--- src/rtl/bitwise_logic_unit_pkg.sv ---
`default_nettype none
// +----------------------------------------------------------------------------+
// | Module      : logic_unit_pkg                                                |
// | Description : Shared types and the bitwise operation function used by the   |
// |               bitwise_logic_unit datapath and its testbench.                |
// |               Contents: op_e operation enum, c_max_width (widest supported  |
// |               operand), apply_op() evaluated at 64 bits so callers slice the|
// |               low WIDTH bits they need.                                     |
// | Revision    : 1.0 - initial release                                         |
// +----------------------------------------------------------------------------+
package logic_unit_pkg;

  localparam int c_max_width = 64;

  typedef enum logic [2:0] {
    OP_AND  = 3'b000,
    OP_NAND = 3'b001,
    OP_OR   = 3'b010,
    OP_NOR  = 3'b011,
    OP_XOR  = 3'b100,
    OP_XNOR = 3'b101,
    OP_NOTA = 3'b110,
    OP_PASS = 3'b111
  } op_e;

  // Evaluated at full 64-bit width; inverting ops set the unused upper bits,
  // which the caller discards by taking only its low WIDTH bits.
  function automatic logic [c_max_width-1:0] apply_op(
    input op_e                    op,
    input logic [c_max_width-1:0] a,
    input logic [c_max_width-1:0] b
  );
    logic [c_max_width-1:0] r;
    r = '0;
    case (op)
      OP_AND:  r = a & b;
      OP_NAND: r = ~(a & b);
      OP_OR:   r = a | b;
      OP_NOR:  r = ~(a | b);
      OP_XOR:  r = a ^ b;
      OP_XNOR: r = ~(a ^ b);
      OP_NOTA: r = ~a;
      OP_PASS: r = a;
      default: r = a;
    endcase
    return r;
  endfunction

endpackage
`default_nettype wire

--- src/rtl/bitwise_logic_unit_if.sv ---
`default_nettype none
// +----------------------------------------------------------------------------+
// | Module      : bitwise_logic_unit_if                                         |
// | Description : Valid/ready operand and result stream of bitwise_logic_unit.  |
// |               Input side : in_valid, in_ready, in_op, in_a, in_b            |
// |               Output side: out_valid, out_ready, out_y, out_zero, out_ones, |
// |                            out_parity, out_popcnt                           |
// |               Status     : op_count (accepted input beats)                  |
// |               master = source/sink around the block, slave = the block.     |
// | Revision    : 1.0 - initial release                                         |
// +----------------------------------------------------------------------------+
interface bitwise_logic_unit_if #(
  parameter int WIDTH = 8,
  parameter int CNT_W = 16
);
  localparam int POP_W = $clog2(WIDTH + 1);

  logic             in_valid;
  logic             in_ready;
  logic [2:0]       in_op;
  logic [WIDTH-1:0] in_a;
  logic [WIDTH-1:0] in_b;
  logic             out_valid;
  logic             out_ready;
  logic [WIDTH-1:0] out_y;
  logic             out_zero;
  logic             out_ones;
  logic             out_parity;
  logic [POP_W-1:0] out_popcnt;
  logic [CNT_W-1:0] op_count;

  modport master (
    output in_valid, in_op, in_a, in_b, out_ready,
    input  in_ready, out_valid, out_y, out_zero, out_ones, out_parity,
           out_popcnt, op_count
  );

  modport slave (
    input  in_valid, in_op, in_a, in_b, out_ready,
    output in_ready, out_valid, out_y, out_zero, out_ones, out_parity,
           out_popcnt, op_count
  );
endinterface
`default_nettype wire

--- src/rtl/bitwise_logic_unit_pipe_stage.sv ---
`default_nettype none
// +----------------------------------------------------------------------------+
// | Module      : pipe_stage                                                    |
// | Description : One elastic pipeline register: data word plus valid bit.      |
// |               Loads whenever empty or when downstream takes its contents.   |
// |               Ports: clk, rst_n (async active-low), i_valid/o_ready/i_data  |
// |               upstream side, o_valid/i_ready/o_data downstream side.        |
// | Revision    : 1.0 - initial release                                         |
// +----------------------------------------------------------------------------+
module pipe_stage #(
  parameter int DATA_W = 8
) (
  input  wire logic              clk,
  input  wire logic              rst_n,
  input  wire logic              i_valid,
  output logic                   o_ready,
  input  wire logic [DATA_W-1:0] i_data,
  output logic                   o_valid,
  input  wire logic              i_ready,
  output logic [DATA_W-1:0]      o_data
);

  logic              r_valid;
  logic [DATA_W-1:0] r_data;

  // The stage can take a new word if it is empty or being drained this cycle.
  assign o_ready = !r_valid || i_ready;
  assign o_valid = r_valid;
  assign o_data  = r_data;

  always_ff @(posedge clk or negedge rst_n) begin
    if (!rst_n) begin
      r_valid <= 1'b0;
      r_data  <= '0;
    end else if (o_ready) begin
      r_valid <= i_valid;
      // Data only moves with a real beat; a bubble leaves the last word in place.
      if (i_valid) begin
        r_data <= i_data;
      end
    end
  end

endmodule
`default_nettype wire

--- src/rtl/bitwise_logic_unit.sv ---
`default_nettype none
// +----------------------------------------------------------------------------+
// | Module      : bitwise_logic_unit                                            |
// | Description : Two-stage pipelined bitwise gate block (AND/NAND/OR/NOR/XOR/  |
// |               XNOR/NOT A/PASS A) with zero/ones/parity/popcount flags.      |
// |               Ports: clk, rst_n (async active-low), bus (slave side of      |
// |               bitwise_logic_unit_if carrying the operand/result streams and |
// |               the accepted-beat counter).                                   |
// | Revision    : 1.0 - initial release                                         |
// +----------------------------------------------------------------------------+
module bitwise_logic_unit
  import logic_unit_pkg::*;
#(
  parameter int WIDTH = 8,
  parameter int CNT_W = 16
) (
  input wire logic           clk,
  input wire logic           rst_n,
  bitwise_logic_unit_if.slave bus
);

  localparam int POP_W  = $clog2(WIDTH + 1);
  localparam int S2_W   = WIDTH + 3 + POP_W;

  logic [c_max_width-1:0] w_a_ext;
  logic [c_max_width-1:0] w_b_ext;
  logic [c_max_width-1:0] w_op_res;
  logic [WIDTH-1:0]       w_y0;
  logic [WIDTH-1:0]       w_y1;
  logic                   w_s1_ready;
  logic                   w_s1_valid;
  logic                   w_s2_ready;
  logic                   w_zero;
  logic                   w_ones;
  logic                   w_parity;
  logic [POP_W-1:0]       w_popcnt;
  logic [S2_W-1:0]        w_s2_in;
  logic [S2_W-1:0]        w_s2_out;
  logic                   w_accept;
  logic [CNT_W-1:0]       r_op_count;

  // Operands widened to the package function's width, result sliced back.
  always_comb begin
    w_a_ext              = '0;
    w_b_ext              = '0;
    w_a_ext[WIDTH-1:0]   = bus.in_a;
    w_b_ext[WIDTH-1:0]   = bus.in_b;
  end

  assign w_op_res = apply_op(op_e'(bus.in_op), w_a_ext, w_b_ext);
  assign w_y0     = w_op_res[WIDTH-1:0];

  generate
    if (WIDTH < c_max_width) begin : g_hi_bits
      logic w_unused_hi;
      assign w_unused_hi = ^w_op_res[c_max_width-1:WIDTH];
    end
  endgenerate

  // Stage 1: raw bitwise result.
  pipe_stage #(.DATA_W(WIDTH)) u_s1 (
    .clk     (clk),
    .rst_n   (rst_n),
    .i_valid (bus.in_valid),
    .o_ready (w_s1_ready),
    .i_data  (w_y0),
    .o_valid (w_s1_valid),
    .i_ready (w_s2_ready),
    .o_data  (w_y1)
  );

  // Flags are derived from the stage-1 word and registered together with it,
  // so the flags at the output always describe the out_y they travel with.
  always_comb begin
    w_popcnt = '0;
    for (int i = 0; i < WIDTH; i++) begin
      w_popcnt = w_popcnt + POP_W'(w_y1[i]);
    end
  end

  assign w_zero   = ~|w_y1;
  assign w_ones   = &w_y1;
  assign w_parity = ^w_y1;
  assign w_s2_in  = {w_y1, w_zero, w_ones, w_parity, w_popcnt};

  // Stage 2: result plus flags, presented on the output stream.
  pipe_stage #(.DATA_W(S2_W)) u_s2 (
    .clk     (clk),
    .rst_n   (rst_n),
    .i_valid (w_s1_valid),
    .o_ready (w_s2_ready),
    .i_data  (w_s2_in),
    .o_valid (bus.out_valid),
    .i_ready (bus.out_ready),
    .o_data  (w_s2_out)
  );

  assign {bus.out_y, bus.out_zero, bus.out_ones, bus.out_parity, bus.out_popcnt} = w_s2_out;

  // Gated by rst_n so no source sees a ready while the pipe is held in reset.
  assign bus.in_ready = rst_n & w_s1_ready;
  assign w_accept     = bus.in_valid & bus.in_ready;

  // Free-running wrap-around count of accepted beats.
  always_ff @(posedge clk or negedge rst_n) begin
    if (!rst_n) begin
      r_op_count <= '0;
    end else if (w_accept) begin
      r_op_count <= r_op_count + CNT_W'(1);
    end
  end

  assign bus.op_count = r_op_count;

endmodule
`default_nettype wire

--- src/flat_wrapper.sv ---
// flat-port wrapper written by rule: the top's interface ports become plain ports
module bitwise_logic_unit_flat import logic_unit_pkg::*;
#(
  parameter int WIDTH = 8,
  parameter int CNT_W = 16
)
  (clk, rst_n, bus_in_valid, bus_in_op, bus_in_a, bus_in_b, bus_out_ready, bus_in_ready, bus_out_valid, bus_out_y, bus_out_zero, bus_out_ones, bus_out_parity, bus_out_popcnt, bus_op_count);
  bitwise_logic_unit_if #(.WIDTH(WIDTH), .CNT_W(CNT_W)) bus_i ();
  input wire logic clk;
  input wire logic rst_n;
  input wire logic [$bits(bus_i.in_valid)-1:0] bus_in_valid;
  input wire logic [$bits(bus_i.in_op)-1:0] bus_in_op;
  input wire logic [$bits(bus_i.in_a)-1:0] bus_in_a;
  input wire logic [$bits(bus_i.in_b)-1:0] bus_in_b;
  input wire logic [$bits(bus_i.out_ready)-1:0] bus_out_ready;
  output wire logic [$bits(bus_i.in_ready)-1:0] bus_in_ready;
  output wire logic [$bits(bus_i.out_valid)-1:0] bus_out_valid;
  output wire logic [$bits(bus_i.out_y)-1:0] bus_out_y;
  output wire logic [$bits(bus_i.out_zero)-1:0] bus_out_zero;
  output wire logic [$bits(bus_i.out_ones)-1:0] bus_out_ones;
  output wire logic [$bits(bus_i.out_parity)-1:0] bus_out_parity;
  output wire logic [$bits(bus_i.out_popcnt)-1:0] bus_out_popcnt;
  output wire logic [$bits(bus_i.op_count)-1:0] bus_op_count;
  assign bus_i.in_valid = bus_in_valid;
  assign bus_i.in_op = bus_in_op;
  assign bus_i.in_a = bus_in_a;
  assign bus_i.in_b = bus_in_b;
  assign bus_i.out_ready = bus_out_ready;
  assign bus_in_ready = bus_i.in_ready;
  assign bus_out_valid = bus_i.out_valid;
  assign bus_out_y = bus_i.out_y;
  assign bus_out_zero = bus_i.out_zero;
  assign bus_out_ones = bus_i.out_ones;
  assign bus_out_parity = bus_i.out_parity;
  assign bus_out_popcnt = bus_i.out_popcnt;
  assign bus_op_count = bus_i.op_count;
  bitwise_logic_unit #(.WIDTH(WIDTH), .CNT_W(CNT_W)) u_core (.clk(clk), .rst_n(rst_n), .bus(bus_i));
endmodule
--- config.mk ---
export PLATFORM = sky130hd
export DESIGN_NAME = bitwise_logic_unit_flat
export DESIGN_NICKNAME = d
export VERILOG_FILES = /design/src/rtl/bitwise_logic_unit_pkg.sv /design/src/rtl/bitwise_logic_unit_if.sv /design/src/rtl/bitwise_logic_unit_pipe_stage.sv /design/src/rtl/bitwise_logic_unit.sv /design/src/flat_wrapper.sv
export SDC_FILE = /design/constraint.sdc
export NUM_CORES = 1
export LEC_CHECK = 0
export ABC_CLOCK_PERIOD_IN_PS = 3000
export BUFFER_PORTS_ARGS = -buffer_cell sky130_fd_sc_hd__buf_4
export CAP_MARGIN = 20
export CORE_ASPECT_RATIO = 0.7
export CORE_MARGIN = 2
export CORE_UTILIZATION = 45
export CTS_CLUSTER_DIAMETER = 200
export DETAILED_ROUTE_END_ITERATION = 8
export MAX_ROUTING_LAYER = met4
export PLACE_DENSITY = 0.68
export SLEW_MARGIN = 30
export SYNTH_ARGS = -nofsm -noshare
export SYNTH_HDL_FRONTEND = slang
export SYNTH_SLANG_ARGS = --single-unit
--- constraint.sdc ---
create_clock -name clk -period 3 [get_ports clk]
set_input_delay 0.6 -clock clk [delete_from_list [all_inputs] [get_ports clk]]
set_output_delay 0.6 -clock clk [all_outputs]
set_load 0.03 [all_outputs]
==> results of run 1 <==
## report_power, final
group          internal (uW)  leakage, uW  switching (uW)  total, uW
Combinational            375      0.00101             483        858
Clock                    242    0.0000540             181        423
Sequential               669     0.000523             109        778
## layout make-up
type                       instances  area [sq um]
clock buffer                       5          68.8
fill                             496          2180
timing repair buffer              60           450
tap                               72          90.1
inverter                          36           135
multi-input combinational        167          1360
clock inverter                     2          35.0
sequential                        41          1030
## layer usage
layer  track usage [%]  routed length [um]  vias up
li1                  -                   -      955
met1              25.0                2420      877
met2              25.3                1970       41
met3              3.17                 221        5
met4              4.35                  34        0
met5                 -                   0        -
## cell usage in the layout, fill, tap and decap left out, types with 5 or more instances in the layout
cell,netlist,final
nand4_1,8,8
nor2_1,7,7
inv_1,36,36
o21ai_0,20,20
ha_1,27,26
nand2_1,33,33
xnor2_1,20,20
clkbuf_8,0,5
dfrtp_1,41,41
mux4_2,6,6
buf_4,0,60
xor2_1,7,7
## worst max-delay path by stage
stage,startpoint,end
after floorplan,u_core.u_s1.o_data[0]$_DFFE_PN0P_,u_core.u_s2.o_data[1]$_DFFE_PN0P_
after global placement,u_core.u_s1.o_data[0]$_DFFE_PN0P_,u_core.u_s2.o_data[1]$_DFFE_PN0P_
final,u_core.u_s1.o_data[0]$_DFFE_PN0P_,u_core.u_s2.o_data[1]$_DFFE_PN0P_
after detailed placement,u_core.u_s1.o_data[0]$_DFFE_PN0P_,u_core.u_s2.o_data[1]$_DFFE_PN0P_
after global routing,u_core.u_s1.o_data[0]$_DFFE_PN0P_,u_core.u_s2.o_data[1]$_DFFE_PN0P_
after CTS,u_core.u_s1.o_data[0]$_DFFE_PN0P_,u_core.u_s2.o_data[1]$_DFFE_PN0P_
## critical path, cell delays in order, from the launching register on
cell	delay, ns
dfrtp_1	0.37
inv_1	0.09
ha_4	0.27
inv_1	0.04
fa_1	0.46
fa_1	0.50
inv_1	0.05
fa_1	0.37
inv_1	0.08
fa_1	0.39
o21ai_0	0.15
## stage by stage
stage | power [uW] | cells | setup TNS, ns | hold WS, ns
final | 2060 | 383 | 0 | 0.134
after global routing | 2230 | 383 | -0.00672 | 0.121
after CTS | 2060 | 380 | 0 | 0.127
after detailed placement | 1640 | 373 | 0 | 0.437
after global placement | 1610 | 373 | 0 | 0.435
after floorplan | 1340 | 253 | 0 | 0.304
## what timing repair did
item | CTS | global route
endpoints found under the setup margin | 0 | 1
resized for setup | 0 | 1
hold endpoints to repair | 0 | 0
setup buffers | 0 | 3
## flip-flops by register name (all words and copies together), names as in the netlist
register / count
u_core.bus.op_count: 16
u_core.u_s1.o_data: 8
u_core.u_s2.o_data: 15
u_core.u_s2.o_valid: 1
u_core.u_s1.o_valid: 1
## cell families after synthesis
logic type	count (synthesis)	share of synthesized area, %
and+or+nand+nor	69	13.7
muxes	8	6.19
xor gates and xnor gates	27	9.29
DFF	41	40.3
adders and majority gates	31	16.4
AOI/OAI and AO/OA	32	7.27
buffers and inverters	45	6.88
==> results.tsv, run 1 <==
stage	metric	value	unit
outcome	run_status	complete, no violations	
placed_design	dpl.hpwl	3690	um
critical_path	cp.arrival	3.07	ns
layout	diodes	0	
critical_path	rrSetupSlack	0.15	ns
layout	fin_area	3160	sq um
grt	grt_max_degree	38	
critical_path	critical_path.max_fanout	3	
timing	tightestPinTransition	0.815	ns
cts	cts_buffers	5	
logic_synthesis	syn_area	2550	sq um
grt	gr-total-overflow	0	
pwr	irDropWorstVdd	0.305	mV
layout	post-route-util	59.2	%
cts	clkTransAtPathRegs	0.08	ns
logic_synthesis	netlist.area_leader.share	40.3	%
logic_synthesis	ys_seq_area_share	40.3	%
timing	hold_violations	0	
drt	postRouteAntennaNets	0	
logic_synthesis	synth_commonest_cells	41 x dfrtp_1, 36 x inv_1, 33 x nand2_1, 27 x ha_1	
cts	clock_sinks	41	
min_path	min_path_type	input pin to asynchronous set/reset pin	
die	io_pins	56	
placed_design	place_area	3020	sq um
logic_synthesis	ys_seq_elements	41	
logic_synthesis	synth_nets	307	
drt	drc_errors	0	
critical_path	reg2reg_to	u_core.u_s2.o_data[1]$_DFFE_PN0P_	
critical_path	rr_worst_depth	10	
logic_synthesis	yosysMostFrequentCell	dfrtp_1	
die	start_util	47.7	%
die	die_y	66.9	um
timing	setup_ws	0.146	ns
timing	fin_crit_sh	95.1	%
cts	cts_hold_buf	0	
die	row_count	22	
drt	wl_per_cell	12.1	um
timing	setup_viol	0	
drt	drt-total-wl	4650	um
drt	via_per_inst	4.90	
timing	fmaxAchievable	0.350	GHz
cts	cts_buffer_depth	2	
logic_synthesis	yosys_warnings	0	
timing	skew	0.00775	ns
drt	dr.first_iter.drc_count	65	
logic_synthesis	netlist_top_cells_area	dfrtp_1 40%, ha_1 13%, xnor2_1 6.9%	
timing	slew_headroom	45.1	%
grt	grt_pass1_vias	1791	
layout	finalNetCount	365	
pwr	p_leak	0.00159	uW
grt	grt_first_pass_wirelength	8360	um
timing	drv_slew	0	
critical_path	endpoint_kind	flip-flop	
critical_path	critPathRequiredTime	3.22	ns
logic_synthesis	synth.distinct_cells	34	
cts	cts_root_buffer	clkbuf_8	
layout	area_growth	24.2	%
logic_synthesis	ys.flop_type	dfrtp_1	
critical_path	crit_type	flip-flop to flip-flop	
job	maxCapViolCount	0	
placed_design	place_congestion	0.815	
cts	clk_latency	0.29	ns
cts	htreeDepth	2	
placed_design	io_buffers	55	
cts	cts_tree	done	
critical_path	reg2reg_from	u_core.u_s1.o_data[0]$_DFFE_PN0P_	
drt	dr_total_vias	1878	
critical_path	startpoint_type	flip-flop	
timing	period_minus_slack	2.85	ns
layout	drive_gt1_share	25.4	%
grt	grt_use_total	17.3	%
logic_synthesis	syn_avg_cell_area	10.1	sq um
logic_synthesis	ys_async_sr_fraction	100	%
logic_synthesis	synth-edff-count	0	
logic_synthesis	synth_area_leader_cell	dfrtp_1	
logic_synthesis	synthCells	253	
die	die_w	93.9	um
grt	antenna_found_initial	0	
die	dieArea	6290	sq um
placed_design	pre_cts_ws	0.115	ns
drt	detail_route.first_pass.iterations	4	
pwr	power_density	651	nW/um^2
die	coreArea	5340	sq um
Power figures use the tool's default switching activity.
==> inputs of run 2 (changes only) <==
- REMOVE_ABC_BUFFERS: not set -> 1
==> run 2 against run 1 <==
  * Power is 3.0% lower
  * Final cell count is 0.78% lower
  * Critical path depth stayed put
  * Clock power is 12% lower
  * Via count is 2.6% higher
  * Register-to-register slack worse by 0.02 ns
  * First-iteration DRC count is 55% higher
  * Sequential power hardly changed
  * Critical endpoint unchanged
==> results.tsv, run 2 (same netlist as run 1, synthesis figures left out) <==
stage	metric	value	unit
outcome	run_status	complete, no violations	
timing	setup_ws	0.130	ns
drt	drt-total-wl	4800	um
cts	cts_buffers	5	
layout	largest_reg_flops	16	
die	coreArea	5340	sq um
drt	dr.first_iter.drc_count	101	
layout	diodes	0	
critical_path	worst_path_largest_cell_delay	0.49	ns
layout	post-route-util	58.3	%
grt	grt_first_pass_wirelength	8410	um
critical_path	cp.arrival	3.09	ns
layout	n_fill_cell	485	
grt	antenna_found_initial	0	
timing	slew_headroom	54.5	%
critical_path	reg2reg_from	u_core.u_s1.o_data[0]$_DFFE_PN0P_	
pwr	p_sw_share	39.2	%
placed_design	pre_cts_ws	0.108	ns
critical_path	crit_path_start	u_core.u_s1.o_data[0]$_DFFE_PN0P_	
critical_path	rrSetupSlack	0.13	ns
cts	htreeDepth	2	
cts	cts_setup_buffers	0	
layout	finalNetCount	362	
pwr	irDropWorstVdd	0.246	mV
cts	clk_latency	0.30	ns
timing	setup_viol	0	
cts	cts_root_buffer	clkbuf_8	
drt	postRouteAntennaNets	0	
drt	via_per_inst	5.07	
pwr	p_leak	0.00157	uW
die	die_w	93.9	um
layout	area_growth	22.3	%
pwr	power_frac_clock	18.7	%
timing	hold_violations	0	
timing	fin_crit_sh	95.7	%
die	die_y	66.9	um
critical_path	crit_type	flip-flop to flip-flop	
pwr	power_frac_seq	39.1	%
placed_design	numPlacedInstances	373	
pwr	combPwrFrac	42.2	%
cts	ctsResizeCount	0	
min_path	min_path_type	input pin to asynchronous set/reset pin	
critical_path	crit_chain	inv_1 -> ha_1 -> inv_1 -> fa_1 -> fa_1 -> inv_1 -> fa_1 -> inv_1 -> fa_1 -> o21ai_1	
drt	wl_per_cell	12.6	um
timing	fmaxAchievable	0.348	GHz
drt	dr_total_vias	1926	
die	io_pins	56	
pwr	p_switching	783	uW
cts	cts_tree	done	
die	dieArea	6290	sq um
pwr	intPower	1210	uW
cts	clkTransAtPathRegs	0.08	ns
drt	drc_errors	0	
placed_design	dpl.hpwl	3860	um
critical_path	startpoint_type	flip-flop	
critical_path	crit_family	adder cells	
placed_design	place_congestion	0.802	
cts	cts_buffer_depth	2	
die	row_count	22	
critical_path	rr_worst_depth	10	
timing	tns	0	ns
timing	tightestPinTransition	0.677	ns
grt	grt_pass1_vias	1855	
layout	final_cell_mix	57 x buf_4, 41 x dfrtp_1, 36 x inv_1	
layout	fin_cells	380	
cts	cts_hold_buf	0	
layout	drive_gt1_share	24.4	%
timing	whs	0.164	ns
job	maxCapViolCount	0	
timing	rsz0062_at_grt	false	
placed_design	io_buffers	55	
grt	gr-total-overflow	0	
critical_path	cpMaxStageDelayCell	fa_1	
timing	drv_slew	0	
layout	layout_commonest_cell	buf_4	
critical_path	critical_path.max_fanout	3	
timing	period_minus_slack	2.87	ns
grt	grt_use_total	17.8	%
grt	grt_max_degree	28	
pwr	power_density	641	nW/um^2
cts	clock_sinks	41	
critical_path	endpoint_kind	flip-flop	
drt	detail_route.first_pass.iterations	4	
die	start_util	47.7	%
critical_path	reg2reg_to	u_core.u_s2.o_data[1]$_DFFE_PN0P_	
timing	skew	0.00727	ns
critical_path	critPathRequiredTime	3.22	ns
critical_path	worst-path-buf-inv	4	
run 2: changes by cell type in the layout (fill, tap and decap cells not counted):
| cell | previous run | this run |
|---|---|---|
| buf_4 | 60 | 57 |
| bufinv_16 | 1 | 0 |
| clkbuf_8 | 5 | 6 |
| clkinv_2 | 1 | 0 |
| clkinvlp_4 | 0 | 1 |
| ha_1 | 26 | 27 |
| ha_4 | 1 | 0 |
| o21ai_0 | 20 | 19 |
| o21ai_1 | 0 | 1 |
run 2: worst max-delay path by stage:
| stage | to | cells after the start | slack (ns) |
|---|---|---|---|
| floorplan | u_core.u_s2.o_data[1]$_DFFE_PN0P_ | 10 | 0.23 |
| global placement | u_core.u_s2.o_data[1]$_DFFE_PN0P_ | 10 | 0.17 |
| detailed placement | u_core.u_s2.o_data[1]$_DFFE_PN0P_ | 10 | 0.11 |
| CTS | u_core.u_s2.o_data[1]$_DFFE_PN0P_ | 10 | 0.09 |
| global route | u_core.u_s2.o_data[2]$_DFFE_PN0P_ | 11 | 0.03 |
| finish | u_core.u_s2.o_data[1]$_DFFE_PN0P_ | 10 | 0.13 |
run 2: stage by stage:
stage	area, sq um	power [uW]
after floorplan	2510	1330
after global placement	3020	1610
after detailed placement	3020	1640
after CTS	3110	2010
after global routing	3110	2140
final	3110	2000
run 2: power groups by stage:
| stage | Combinational, uW | Sequential [uW] | Clock, uW |
|---|---|---|---|
| 6_report | 844 | 780 | 374 |
| 4_1_cts | 853 | 781 | 379 |
| 3_3_place_gp | 829 | 783 | 0 |
| 2_1_floorplan | 379 | 951 | 0 |
| 5_1_grt | 939 | 802 | 402 |
| 3_5_place_dp | 851 | 793 | 0 |
run 2: per-layer routing:
metal	vias to the layer above	track usage [%]	share of wire, %
met1	910	24.9	50
met4	0	6.88	1.6
met5	-	-	0
li1	950	-	-
met2	58	25.9	43
met3	8	3.28	5.2
run 2: area by class of cell:
type | instances | area, sq um | area share (%)
Tap cell | 72 | 90.1 | 2.89
Inverter | 36 | 135 | 4.34
Sequential cell | 41 | 1030 | 32.9
Clock inverter | 1 | 7.51 | 0.241
Multi-Input combinational cell | 167 | 1350 | 43.2
Clock buffer | 6 | 82.6 | 2.65
Timing Repair Buffer | 57 | 428 | 13.7
==> inputs of run 3 (changes only) <==
- ABC_AREA: not set -> 1
- CAP_MARGIN: 20 -> not set
- PLACE_DENSITY: 0.68 -> 0.67
==> run 3 against run 2 <==
  * Count of clock-buffer cells in the layout increased by 2
  * Combinational power up 21%
  * Global-route usage grew 2.7 points
  * Via count up 49%
  * Core utilization shrank 3.9 points
==> results.tsv, run 3 <==
stage	metric	value	unit
outcome	run_status	complete, no violations	
die	start_util	46.1	%
grt	grt_first_pass_wirelength	11900	um
critical_path	cpMaxStageDelayCell	fa_1	
logic_synthesis	synth-edff-count	0	
logic_synthesis	ys_seq_elements	41	
layout	seqCellArea	1030	sq um
pwr	power_frac_clock	16.0	%
drt	postRouteAntennaNets	0	
timing	slew_headroom	67.2	%
critical_path	cp.arrival	3.04	ns
pwr	irDropWorstVdd	0.567	mV
timing	skew	0.00392	ns
grt	grt_max_degree	30	
critical_path	startpoint_type	flip-flop	
die	coreArea	6690	sq um
die	die_w	103	um
pwr	p_leak	0.00192	uW
logic_synthesis	synth_xor_area_share	3.12	%
logic_synthesis	synth.area.mux_share	0	%
grt	antenna_found_initial	0	
timing	setup_viol	0	
logic_synthesis	synthCells	431	
layout	area_growth	17.9	%
logic_synthesis	synth.distinct_cells	23	
timing	tns	0	ns
critical_path	critPathRequiredTime	3.22	ns
pwr	p_sw_share	42.9	%
logic_synthesis	synth_compound_area_share	5.67	%
cts	clock_sinks	41	
cts	cts_buffer_depth	2	
drt	via_per_inst	5.01	
die	io_pins	56	
critical_path	crit_chain	inv_1 -> ha_4 -> inv_1 -> fa_1 -> fa_1 -> inv_1 -> fa_1 -> inv_1 -> fa_1 -> o21ai_1	
logic_synthesis	ys.flop_type	dfrtp_1	
drt	dr_total_vias	2878	
layout	finalNetCount	534	
min_path	min_path_type	input pin to asynchronous set/reset pin	
die	die_y	73.3	um
layout	final_cell_mix	133 x nand2_1, 59 x buf_4, 49 x nor2_1	
cts	htreeDepth	2	
logic_synthesis	yosys_warnings	0	
drt	drt-total-wl	7030	um
cts	cts_buffers	5	
cts	cts_root_buffer	clkbuf_8	
logic_synthesis	ys_seq_area_share	33.2	%
critical_path	critical_path.max_fanout	3	
pwr	p_switching	938	uW
critical_path	worst_path_largest_cell_delay	0.49	ns
drt	wl_per_cell	12.2	um
logic_synthesis	yosysMostFrequentCell	nand2_1	
placed_design	place_area	3540	sq um
logic_synthesis	netlist.area_leader.share	33.2	%
layout	multi_input_area	1780	sq um
layout	fin_area	3640	sq um
logic_synthesis	syn_avg_cell_area	7.16	sq um
layout	n_fill_cell	672	
pwr	power_density	601	nW/um^2
timing	hold_violations	0	
drt	drc_errors	0	
cts	clkTransAtPathRegs	0.07	ns
logic_synthesis	netlist_top_cells_area	dfrtp_1 33%, nand2_1 16%, ha_1 11%	
cts	cts_tree	done	
die	row_count	25	
logic_synthesis	synth_commonest_cells	133 x nand2_1, 49 x nor2_1, 48 x inv_1, 41 x dfrtp_1, 34 x nand4_1	
job	maxCapViolCount	0	
logic_synthesis	synth_top_family_by_area	simple AND/OR/NAND/NOR gates	
timing	period_minus_slack	2.82	ns
layout	drive_gt1_share	15.2	%
die	dieArea	7550	sq um
logic_synthesis	syn_area	3090	sq um
placed_design	io_buffers	55	
layout	diodes	0	
critical_path	crit_family	adder cells	
cts	cts_hold_buf	0	
timing	fmaxAchievable	0.354	GHz
timing	drv_slew	0	
drt	dr.first_iter.drc_count	128	
grt	grt_pass1_vias	2643	
logic_synthesis	ys_async_sr_fraction	100	%
layout	layout_commonest_cell	nand2_1	
critical_path	endpoint_kind	flip-flop	
cts	clk_latency	0.30	ns
drt	detail_route.first_pass.iterations	5	
pwr	combPwrFrac	46.5	%
logic_synthesis	synth_simple_gate_area_share	35.0	%
grt	grt_use_total	20.5	%
pwr	power_frac_seq	37.5	%
placed_design	dpl.hpwl	5170	um
timing	rsz0062_at_grt	false	
grt	gr-total-overflow	0	
placed_design	place_congestion	0.853	
timing	tightestPinTransition	0.491	ns
critical_path	crit_type	flip-flop to flip-flop	
critical_path	worst-path-buf-inv	4	
pwr	intPower	1250	uW
layout	largest_reg_flops	16	
timing	fin_crit_sh	94.1	%
logic_synthesis	synthAdderAreaFrac	13.5	%
logic_synthesis	synth_area_leader_cell	dfrtp_1	
pwr	finalPower	2190	uW
## run 3: cell types whose count changed in the layout (fill, tap and decap cells not counted), moves of 4 or more
cell / previous run / this run
inv_1: 36 / 48
xor2_1: 7 / 2
a21oi_1: 2 / 8
nand2b_1: 4 / 0
xnor2_1: 20 / 9
nor2_1: 7 / 49
mux4_2: 6 / 0
nand2_1: 33 / 133
o21ai_0: 19 / 25
nand3_1: 4 / 16
nand3b_1: 1 / 8
nand4_1: 8 / 34
## run 3: worst paths after layout
path	slack, ns	from	cells past startpoint	to
worst max register to register	0.18	u_core.u_s1.o_data[0]$_DFFE_PN0P_	10	u_core.u_s2.o_data[1]$_DFFE_PN0P_
worst max-delay path	0.18	u_core.u_s1.o_data[0]$_DFFE_PN0P_	10	u_core.u_s2.o_data[1]$_DFFE_PN0P_
min in group clk	0.49	u_core.u_s2.o_data[12]$_DFFE_PN0P_	2	u_core.u_s2.o_data[12]$_DFFE_PN0P_
worst min register to register	0.49	u_core.u_s2.o_data[12]$_DFFE_PN0P_	2	u_core.u_s2.o_data[12]$_DFFE_PN0P_
max in group asynchronous	2.25	rst_n	2	u_core.u_s2.o_data[7]$_DFFE_PN0P_
worst min-delay path	0.16	rst_n	1	u_core.u_s2.o_data[5]$_DFFE_PN0P_
## run 3: area by class of cell
class,count,share of cell area [%]
multi-input cells,322,49.0
flip-flops and latches,41,28.2
repair buffers,59,12.2
inverters,51,5.26
well taps,94,3.23
clock buffers,8,2.20
## run 3: cell families (layout without fill, tap and decap cells)
logic type	Yosys count	after routing
AOI/OAI and AO/OA	35	35
DFF	41	41
buffers and inverters	68	118
xor gates and xnor gates	11	11
adders and majority gates	31	31
and+or+nand+nor	245	245
## run 3: power by group through the flow
stage                     Sequential (uW)  Combinational, uW  Clock, uW
after global placement                825                991          0
after detailed placement              830               1010          0
final                                 819               1020        350
after floorplan                      1020                444          0
after global routing                  841               1150        386
after CTS                             820               1010        363
## run 3: repair_timing
item	CTS	global route
resized for setup	0	2
endpoints found under the hold margin	0	0
setup endpoints to repair	0	1
setup buffers	0	1
## run 3: metal layers
layer	global-route usage [%]	vias up	share of wire [%]
li1	-	1478	-
met2	31.9	63	47
met1	27.8	1331	48
met3	4.95	6	4.5
met4	3.95	0	0.43
met5	-	-	0
## run 3: stage by stage
step / util [%] / hold slack (ns) / std cells / setup WS, ns
2_1_floorplan: - / 0.304 / 414 / 0.233
3_3_place_gp: 52.9 / 0.467 / 566 / 0.158
3_5_place_dp: 52.9 / 0.476 / 566 / 0.117
4_1_cts: 54.1 / 0.157 / 574 / 0.0893
5_1_grt: 54.4 / 0.157 / 575 / 0.00138
6_report: 54.4 / 0.155 / 575 / 0.176
